$ cat src/rtl/regfile_write_arbiter.sv
// Register file write-port owner: round-robin arbitration between core
// writeback (0), load unit (1) and debug port (2), plus a clear sequencer
// that zeroes every register, one per cycle. All outputs are registered.
//
// Handshake: a requester raises req[i] with req_addr/req_data slice i and
// holds all three stable until it observes gnt[i]. gnt[i] is a one-cycle
// acceptance pulse coinciding with the rf_write of that request. In the gnt
// cycle the request is masked from arbitration, so the requester may drop
// req or present new data from the cycle after gnt without a double write.
module regfile_write_arbiter #(
  parameter int DATA_W   = 16,
  parameter int ADDR_W   = 4,
  parameter int NUM_REGS = 16
) (
  input  logic                clk,
  input  logic                reset,
  input  logic [2:0]          req,
  input  logic [3*ADDR_W-1:0] req_addr,
  input  logic [3*DATA_W-1:0] req_data,
  output logic [2:0]          gnt,
  input  logic                clear_start,
  output logic                busy,
  output logic                clear_done,
  output logic                rf_write,
  output logic [ADDR_W-1:0]   rf_write_select,
  output logic [DATA_W-1:0]   rf_input
);

  typedef enum logic [0:0] {
    ARB   = 1'b0,
    CLEAR = 1'b1
  } state_t;

  // state_q is the FSM state, observable for bound checkers.
  state_t              state_q, state_d;
  logic [1:0]          last_q, last_d;
  logic [ADDR_W-1:0]   cnt_q, cnt_d;

  logic [2:0]          gnt_d;
  logic                rf_write_d;
  logic [ADDR_W-1:0]   sel_d;
  logic [DATA_W-1:0]   input_d;
  logic                busy_d;
  logic                done_d;

  logic [2:0]          elig;
  logic [1:0]          p0, p1, p2;
  logic                win_valid;
  logic [1:0]          win_idx;
  logic [ADDR_W-1:0]   win_addr;
  logic [DATA_W-1:0]   win_data;

  // Round-robin pick: search last+1, last+2, last, skipping anyone granted this cycle.
  always_comb begin
    elig      = req & ~gnt;
    p0        = 2'd0;
    p1        = 2'd1;
    p2        = 2'd2;
    win_valid = 1'b0;
    win_idx   = last_q;
    case (last_q)
      2'd0:    begin p0 = 2'd1; p1 = 2'd2; p2 = 2'd0; end
      2'd1:    begin p0 = 2'd2; p1 = 2'd0; p2 = 2'd1; end
      default: begin p0 = 2'd0; p1 = 2'd1; p2 = 2'd2; end
    endcase
    if (elig[p0]) begin
      win_valid = 1'b1;
      win_idx   = p0;
    end else if (elig[p1]) begin
      win_valid = 1'b1;
      win_idx   = p1;
    end else if (elig[p2]) begin
      win_valid = 1'b1;
      win_idx   = p2;
    end
  end

  // Route the winning requester's address and data slice.
  always_comb begin
    win_addr = req_addr[0 +: ADDR_W];
    win_data = req_data[0 +: DATA_W];
    case (win_idx)
      2'd1: begin
        win_addr = req_addr[ADDR_W +: ADDR_W];
        win_data = req_data[DATA_W +: DATA_W];
      end
      2'd2: begin
        win_addr = req_addr[2*ADDR_W +: ADDR_W];
        win_data = req_data[2*DATA_W +: DATA_W];
      end
      default: begin
        win_addr = req_addr[0 +: ADDR_W];
        win_data = req_data[0 +: DATA_W];
      end
    endcase
  end

  // Next-state and next-output logic; address/data hold when nothing is written.
  always_comb begin
    state_d    = state_q;
    last_d     = last_q;
    cnt_d      = cnt_q;
    gnt_d      = 3'b000;
    rf_write_d = 1'b0;
    sel_d      = rf_write_select;
    input_d    = rf_input;
    busy_d     = busy;
    done_d     = 1'b0;
    case (state_q)
      ARB: begin
        if (clear_start) begin
          // Clear wins over arbitration; pending requests simply wait.
          state_d    = CLEAR;
          cnt_d      = '0;
          rf_write_d = 1'b1;
          sel_d      = '0;
          input_d    = '0;
          busy_d     = 1'b1;
        end else if (win_valid) begin
          gnt_d      = 3'b001 << win_idx;
          rf_write_d = 1'b1;
          sel_d      = win_addr;
          input_d    = win_data;
          last_d     = win_idx;
        end
      end
      CLEAR: begin
        if (cnt_q == ADDR_W'(NUM_REGS - 1)) begin
          // Last register is on the bus now: leave CLEAR and arbitrate on
          // this same edge so a waiting request writes next cycle.
          state_d = ARB;
          busy_d  = 1'b0;
          done_d  = 1'b1;
          if (win_valid) begin
            gnt_d      = 3'b001 << win_idx;
            rf_write_d = 1'b1;
            sel_d      = win_addr;
            input_d    = win_data;
            last_d     = win_idx;
          end
        end else begin
          cnt_d      = cnt_q + 1'b1;
          rf_write_d = 1'b1;
          sel_d      = cnt_q + 1'b1;
          input_d    = '0;
        end
      end
      default: begin
        state_d = ARB;
        busy_d  = 1'b0;
      end
    endcase
  end

  // State and output registers with synchronous active-high reset.
  always_ff @(posedge clk) begin
    if (reset) begin
      state_q         <= ARB;
      last_q          <= 2'd2;
      cnt_q           <= '0;
      gnt             <= 3'b000;
      rf_write        <= 1'b0;
      rf_write_select <= '0;
      rf_input        <= '0;
      busy            <= 1'b0;
      clear_done      <= 1'b0;
    end else begin
      state_q         <= state_d;
      last_q          <= last_d;
      cnt_q           <= cnt_d;
      gnt             <= gnt_d;
      rf_write        <= rf_write_d;
      rf_write_select <= sel_d;
      rf_input        <= input_d;
      busy            <= busy_d;
      clear_done      <= done_d;
    end
  end

endmodule

$ cat config.mk
export PLATFORM = sky130hd
export DESIGN_NAME = regfile_write_arbiter
export DESIGN_NICKNAME = d
export VERILOG_FILES = /design/src/rtl/regfile_write_arbiter.sv
export SDC_FILE = /design/constraint.sdc
export NUM_CORES = 1
export LEC_CHECK = 0
export ABC_AREA = 1
export BUFFER_PORTS_ARGS = -buffer_cell sky130_fd_sc_hd__buf_4
export CAP_MARGIN = 20
export CORE_MARGIN = 2
export CORE_UTILIZATION = 45
export DETAILED_ROUTE_END_ITERATION = 10
export PLACE_DENSITY = 0.79
export SYNTH_ARGS = -nofsm -noshare
export SYNTH_HDL_FRONTEND = slang
export SYNTH_SLANG_ARGS = --single-unit
$ cat constraint.sdc
create_clock -name clk -period 2.7 [get_ports clk]
set_clock_uncertainty 0.1 [all_clocks]
set_input_delay 0.135 -clock clk [delete_from_list [all_inputs] [get_ports clk]]
set_output_delay 0.135 -clock clk [all_outputs]
set_load 0.02 [all_outputs]
# Yosys cells after proc, flatten, opt, wreduce, memory -nomap -nowiden
# Cells that the tools add are included.
# op_classes
n_reduce_logical,5
addsub,1
shift,1
bitwise,3
n_eq_ne,8
magnitude_cmp,3
muxes,47
# ops
cell,n
case mux 16 bit (2 select lines),2
two-way mux 16 bit,3
case mux 4 bit (2 select lines),3
two-way mux 4 bit,5
case mux 2 bit (2 select lines),4
two-way mux 1 bit,14
two-way mux 2 bit,6
less-than comparator 2 x 3 -> 1 bit (second input constant),3
two-way mux 3 bit,3
binary-select mux 1 bit (select 2 bit),3
inequality test 2 bit (second input constant),3
case mux 1 bit (2 select lines),3
case mux 3 bit (2 select lines),1
AND reduction 2 bit,3
adder 4 x 1 -> 4 bit (second input constant),1
equality test 2 x 1 -> 1 bit (second input constant),2
equality test 4 bit (second input constant),1
bitwise AND 3 bit,1
NOT 3 bit,1
left shift 1 x 2 -> 3 bit (first input constant),1
equality test 2 bit (second input constant),1
logical NOT 2 bit,1
inequality test 2 x 1 -> 1 bit (second input constant),1
OR reduction 2 bit,1
NOT 1 bit,1
# word_totals
wordCells,77
register_bits,33
out_inout_bits,26
inputBits,66

# Depth between registers and ports, before layout
# logic_depth
depth_word,12
mapped_depth,17
depth_no_buf,16

# Least setup slack after synthesis
# Ideal clock, no wire load.
# synth_timing
path_kind,flip-flop to flip-flop
startpoint,reg gnt[2]
endpoint,reg rf_input[10]
setup_time_ns,0.064
t_required_ns,2.536
arrival_time_ns,2.186
stages_incl_launch_ff,14
setup_slack_ns,0.349
path_buffers,2
period_less_slack_ns,2.351
cell_sequence,dfxtp_1 nor2_1 nand2_1 nand3_2 o21ai_0 nand2_1 nand2_1 inv_1 ha_1 inv_1 clkbuf_1 clkbuf_1 a21oi_1 nor2_1
# synth_via
elab_chain_len,12
word_cells_on_any_way,21
cone_classes,2 x eq/ne; 17 x mux; 2 x bitwise
# synth_rtl
element,line,source
start: declaration,20,"output logic [2:0] gnt,"
start signal: assignment,171,gnt <= gnt_d;
NOT 3 bit *,55,elig = req & ~gnt;
bitwise AND 3 bit *,55,
binary-select mux 1 bit (select 2 bit),72,end else if (elig[p2]) begin
two-way mux 1 bit (implied by the code),72,
two-way mux 2 bit,72,
two-way mux 2 bit,69,end else if (elig[p1]) begin
two-way mux 2 bit *,66,if (elig[p0]) begin
via win_idx[1],49,logic [1:0] win_idx;
equality test 2 bit or equality test 2 x 1 -> 1 bit (tied branches),82,case (win_idx)
case mux 16 bit (2 select lines) *,82,
two-way mux 16 bit *,"119, 134",
"two-way mux 16 bit, on equally long branches","128, 111",
case mux 16 bit (2 select lines) *,109,case (state_q)
end signal: assignment,174,rf_input <= input_d;
end: declaration,26,output logic [DATA_W-1:0] rf_input
# The timed path passes the listed nets; every way through them passes the cells marked *. The select of a mux whose other input is x is not followed.
# A chain may end at the register's enable or synchronous reset.

# Worst setup path after layout
# layout_timing
startpoint,reg last_q[1]
endpoint,reg rf_input[4]
# layout_via
elab_chain_len,12
word_cells_on_any_way,24
cone_classes,3 x eq/ne; 20 x mux; 1 x reduce/logical
# layout_rtl
element,line,source
start: declaration,36,"logic [1:0] last_q, last_d;"
start signal: assignment,169,last_q <= last_d;
equality test 2 x 1 -> 1 bit or logical NOT 2 bit (tied branches),61,case (last_q)
case mux 2 bit (2 select lines),61,
binary-select mux 1 bit (select 2 bit),72,
two-way mux 1 bit (implied by the code),72,
two-way mux 2 bit,72,
two-way mux 2 bit,69,
two-way mux 2 bit *,66,
via win_idx[1],49,
equality test 2 bit or equality test 2 x 1 -> 1 bit (tied branches),82,
case mux 16 bit (2 select lines) *,82,
two-way mux 16 bit *,"119, 134",
"two-way mux 16 bit, on equally long branches","128, 111",
case mux 16 bit (2 select lines) *,109,
# Marked as above.

==> reports/results.txt <==
status - finished clean
initial antenna violation count - 0
TritonRoute pass-1 iters - 5
first-pass GRT wire length - 7980 um
Crit Path Category - reg2reg
f_max - 0.407 GHz
FILL cells - 348
post-synthesis cell type with the largest combined area - dfxtp_1
Tightest Pin Transition - 468 ps
main area contributors after synthesis - dfxtp_1, nand2_1, a22o_1
IO Count - 92
Critical Path Sink Type - register
Period Utilization, post-route - 0.910
Post-CTS Repair Setup Buffers - 0
H-tree depth - 2
detailed-route via count - 2066
setup_tns - 0 ps
Hold Vio Cnt, Final - 0
XOR/XNOR share of the synthesized area - 0.00484
Inserted Clock Buffers - 5
Skew-Pair Late Insertion Delay - 280 ps
Die Ht - 67.4 um
final worst path period need - 2460 ps
sequential share of the synthesized area - 0.365
WL per Instance - 12.3 um
combinational family with the most area after synthesis - simple AND/OR/NAND/NOR gates
clk sink count - 33
simple-gate area share of the yosys netlist - 0.289
drt total wl - 5010 um
Reg clk slew, reported paths - 70 ps
Max Cap Viol - 0
Layout Cells excl Fill - 406
Mapped Avg Cell Area - 6.82 um2
element type at the critical path start - register
number of port buffers - 91
post-synthesis adder-cell area fraction - 0.0277
synthesized instance count - 265
dpl cells - 397
Final Max Tran Viols - 0
complex-gate fraction of the synthesized area - 0.228
DR DRC count - 0
clk buf depth - 2
GPL Wtd Cong - 0.833
vias in the first global route - 1899
Netlist cell types - 23
final core occ - 0.670
# rows - 23
DP Wirelength - 3820 um
CTS tree - built
required time of the worst setup path - 2770 ps
drt initial violations - 99
die area - 4540 um2
synthesized cell area - 1810 um2
root buffer cell - clkbuf_8
Max FO, Critical Path - 10
maximum VDD drop - 520 uV
synthesis-stage register bit count - 33
Lkg Pwr - 1.39 nW
synth-to-layout area growth - 46.1%
worst hold path class - in2reg
ANT nets after route - 0
n_diodes - 0
Synthesized Nets - 335
post-synthesis mux area share - 0
fin nets - 426
unrepaired setup endpoints after global routing - no
share of layout cells above drive strength 1 - 0.323
max_slew headroom - 0.687
Synth Warn # - 0
Die X - 67.4 um
mean number of vias per cell - 5.09
P per Cell Area - 745 nW/um2
Initial Utilization - 0.459
Core ar. - 3940 um2
GRT overflow - 0
share of the synthesized area in the top cell type - 0.365
largest net degree at the start of global routing - 30
Critical Path AT - 2520 ps
Final setup viols - 0
GR Util All Layers - 0.230
## Yosys cell counts
| cell type | instances |
|---|---|
| nand2_1 | 68 |
| dfxtp_1 | 33 |
| nor2_1 | 31 |
| a21oi_1 | 22 |
| inv_1 | 21 |
| o21ai_0 | 21 |
| a22o_1 | 20 |
| nand3_1 | 14 |
| clkbuf_1 | 9 |
| buf_2 | 6 |
| ha_1 | 4 |
| nand2_2 | 2 |
| nand3_2 | 2 |
| nand4_1 | 2 |
| o21ai_1 | 2 |
| buf_6 | 1 |
| nand3b_1 | 1 |
| nor2_4 | 1 |
| nor3_1 | 1 |
| o221a_2 | 1 |
| or2_0 | 1 |
| or2_2 | 1 |
| xor2_1 | 1 |
## timing repair
item,4_1_cts,5_1_grt
gates resized for setup,0,3
hold endpoints to repair,5,0
hold buffers,1,0
endpoints found under the setup margin,0,9
## path summary, 6_finish.rpt
check	start	to	slack (ps)	cells after the start
worst max-delay path	last_q[1]	rf_input[4]	240	11
worst min-delay path	req_data[1]	rf_input[1]	50	5
worst max register to register	last_q[1]	rf_input[4]	240	11
worst min register to register	cnt_q[1]	cnt_q[1]	390	2
## stage by stage
stage / hold WS, ps / worst slack (ps) / power (W) / area (um2)
after floorplan: 247 / 349 / 0.00127 / 1810
after global placement: 266 / 297 / 0.00156 / 2530
after detailed placement: 273 / 166 / 0.00157 / 2530
after CTS: 54.5 / 163 / 0.00195 / 2630
after global routing: 84.9 / 15.9 / 0.00213 / 2640
final: 54.8 / 243 / 0.00197 / 2640
## final cells by class
cell class | count | area [um2] | share of cell area
timing repair buffer | 99 | 746 | 0.282
tap | 50 | 62.6 | 0.0237
clock buffer | 7 | 86.3 | 0.0327
inverter | 21 | 82.6 | 0.0313
sequential | 33 | 661 | 0.250
timing repair inverter | 1 | 5.00 | 0.00189
multi-input combinational | 195 | 998 | 0.378
## kinds of logic (layout without fill, tap and decap cells)
| logic type | Yosys count | after routing |
|---|---|---|
| AO/OA/AOI/OAI | 66 | 66 |
| XOR/XNOR | 1 | 1 |
| AND/OR/NAND/NOR | 124 | 124 |
| flip-flops | 33 | 33 |
| adder cells (fa/ha/maj) | 4 | 4 |
| buffers and inverters | 37 | 128 |
## worst max-delay path, cell delays in order (launching register included)
cell	delay, ps
dfxtp_1	430
nor2_1	110
nand2_1	130
nand3_2	120
o21ai_0	160
nand2_1	70
nand2_1	110
inv_1	80
ha_2	370
clkinvlp_2	350
a21oi_1	250
nor2_1	60
## placed cells by master, fill, tap and decap left out, drive strengths merged
master	n
buf	98
or2	2
xor2	1
nand2	70
o221a	1
clkinvlp	2
ha	4
nand4	2
dlygate4sd3	1
a22o	20
nand3	16
o21ai	23
a21oi	22
dfxtp	33
nor2	32
nor3	1
clkbuf	7
nand3b	1
inv	20
## where the power goes
group | total (W) | leakage, nW | internal [W] | switching [W]
Sequential | 0.000597 | 0.270 | 0.000557 | 0.0000404
Clock | 0.000368 | 0.0443 | 0.000202 | 0.000166
Combinational | 0.00100 | 1.07 | 0.000415 | 0.000589
## routing by layer
metal | wire, um | track usage | vias up
met5 | 0 | 0 | -
met4 | 125 | 0.0816 | 0
met3 | 420 | 0.0867 | 14
met2 | 2480 | 0.405 | 79
met1 | 1990 | 0.253 | 919
li1 | - | - | 1054
## sequential cells by signal, indices dropped and copies added (netlist names)
register         count
last_q               2
state_q              1
rf_write_select      4
busy                 1
clear_done           1
rf_write             1
gnt                  3
cnt_q                4
rf_input            16
(Power assumes the default switching activity.)
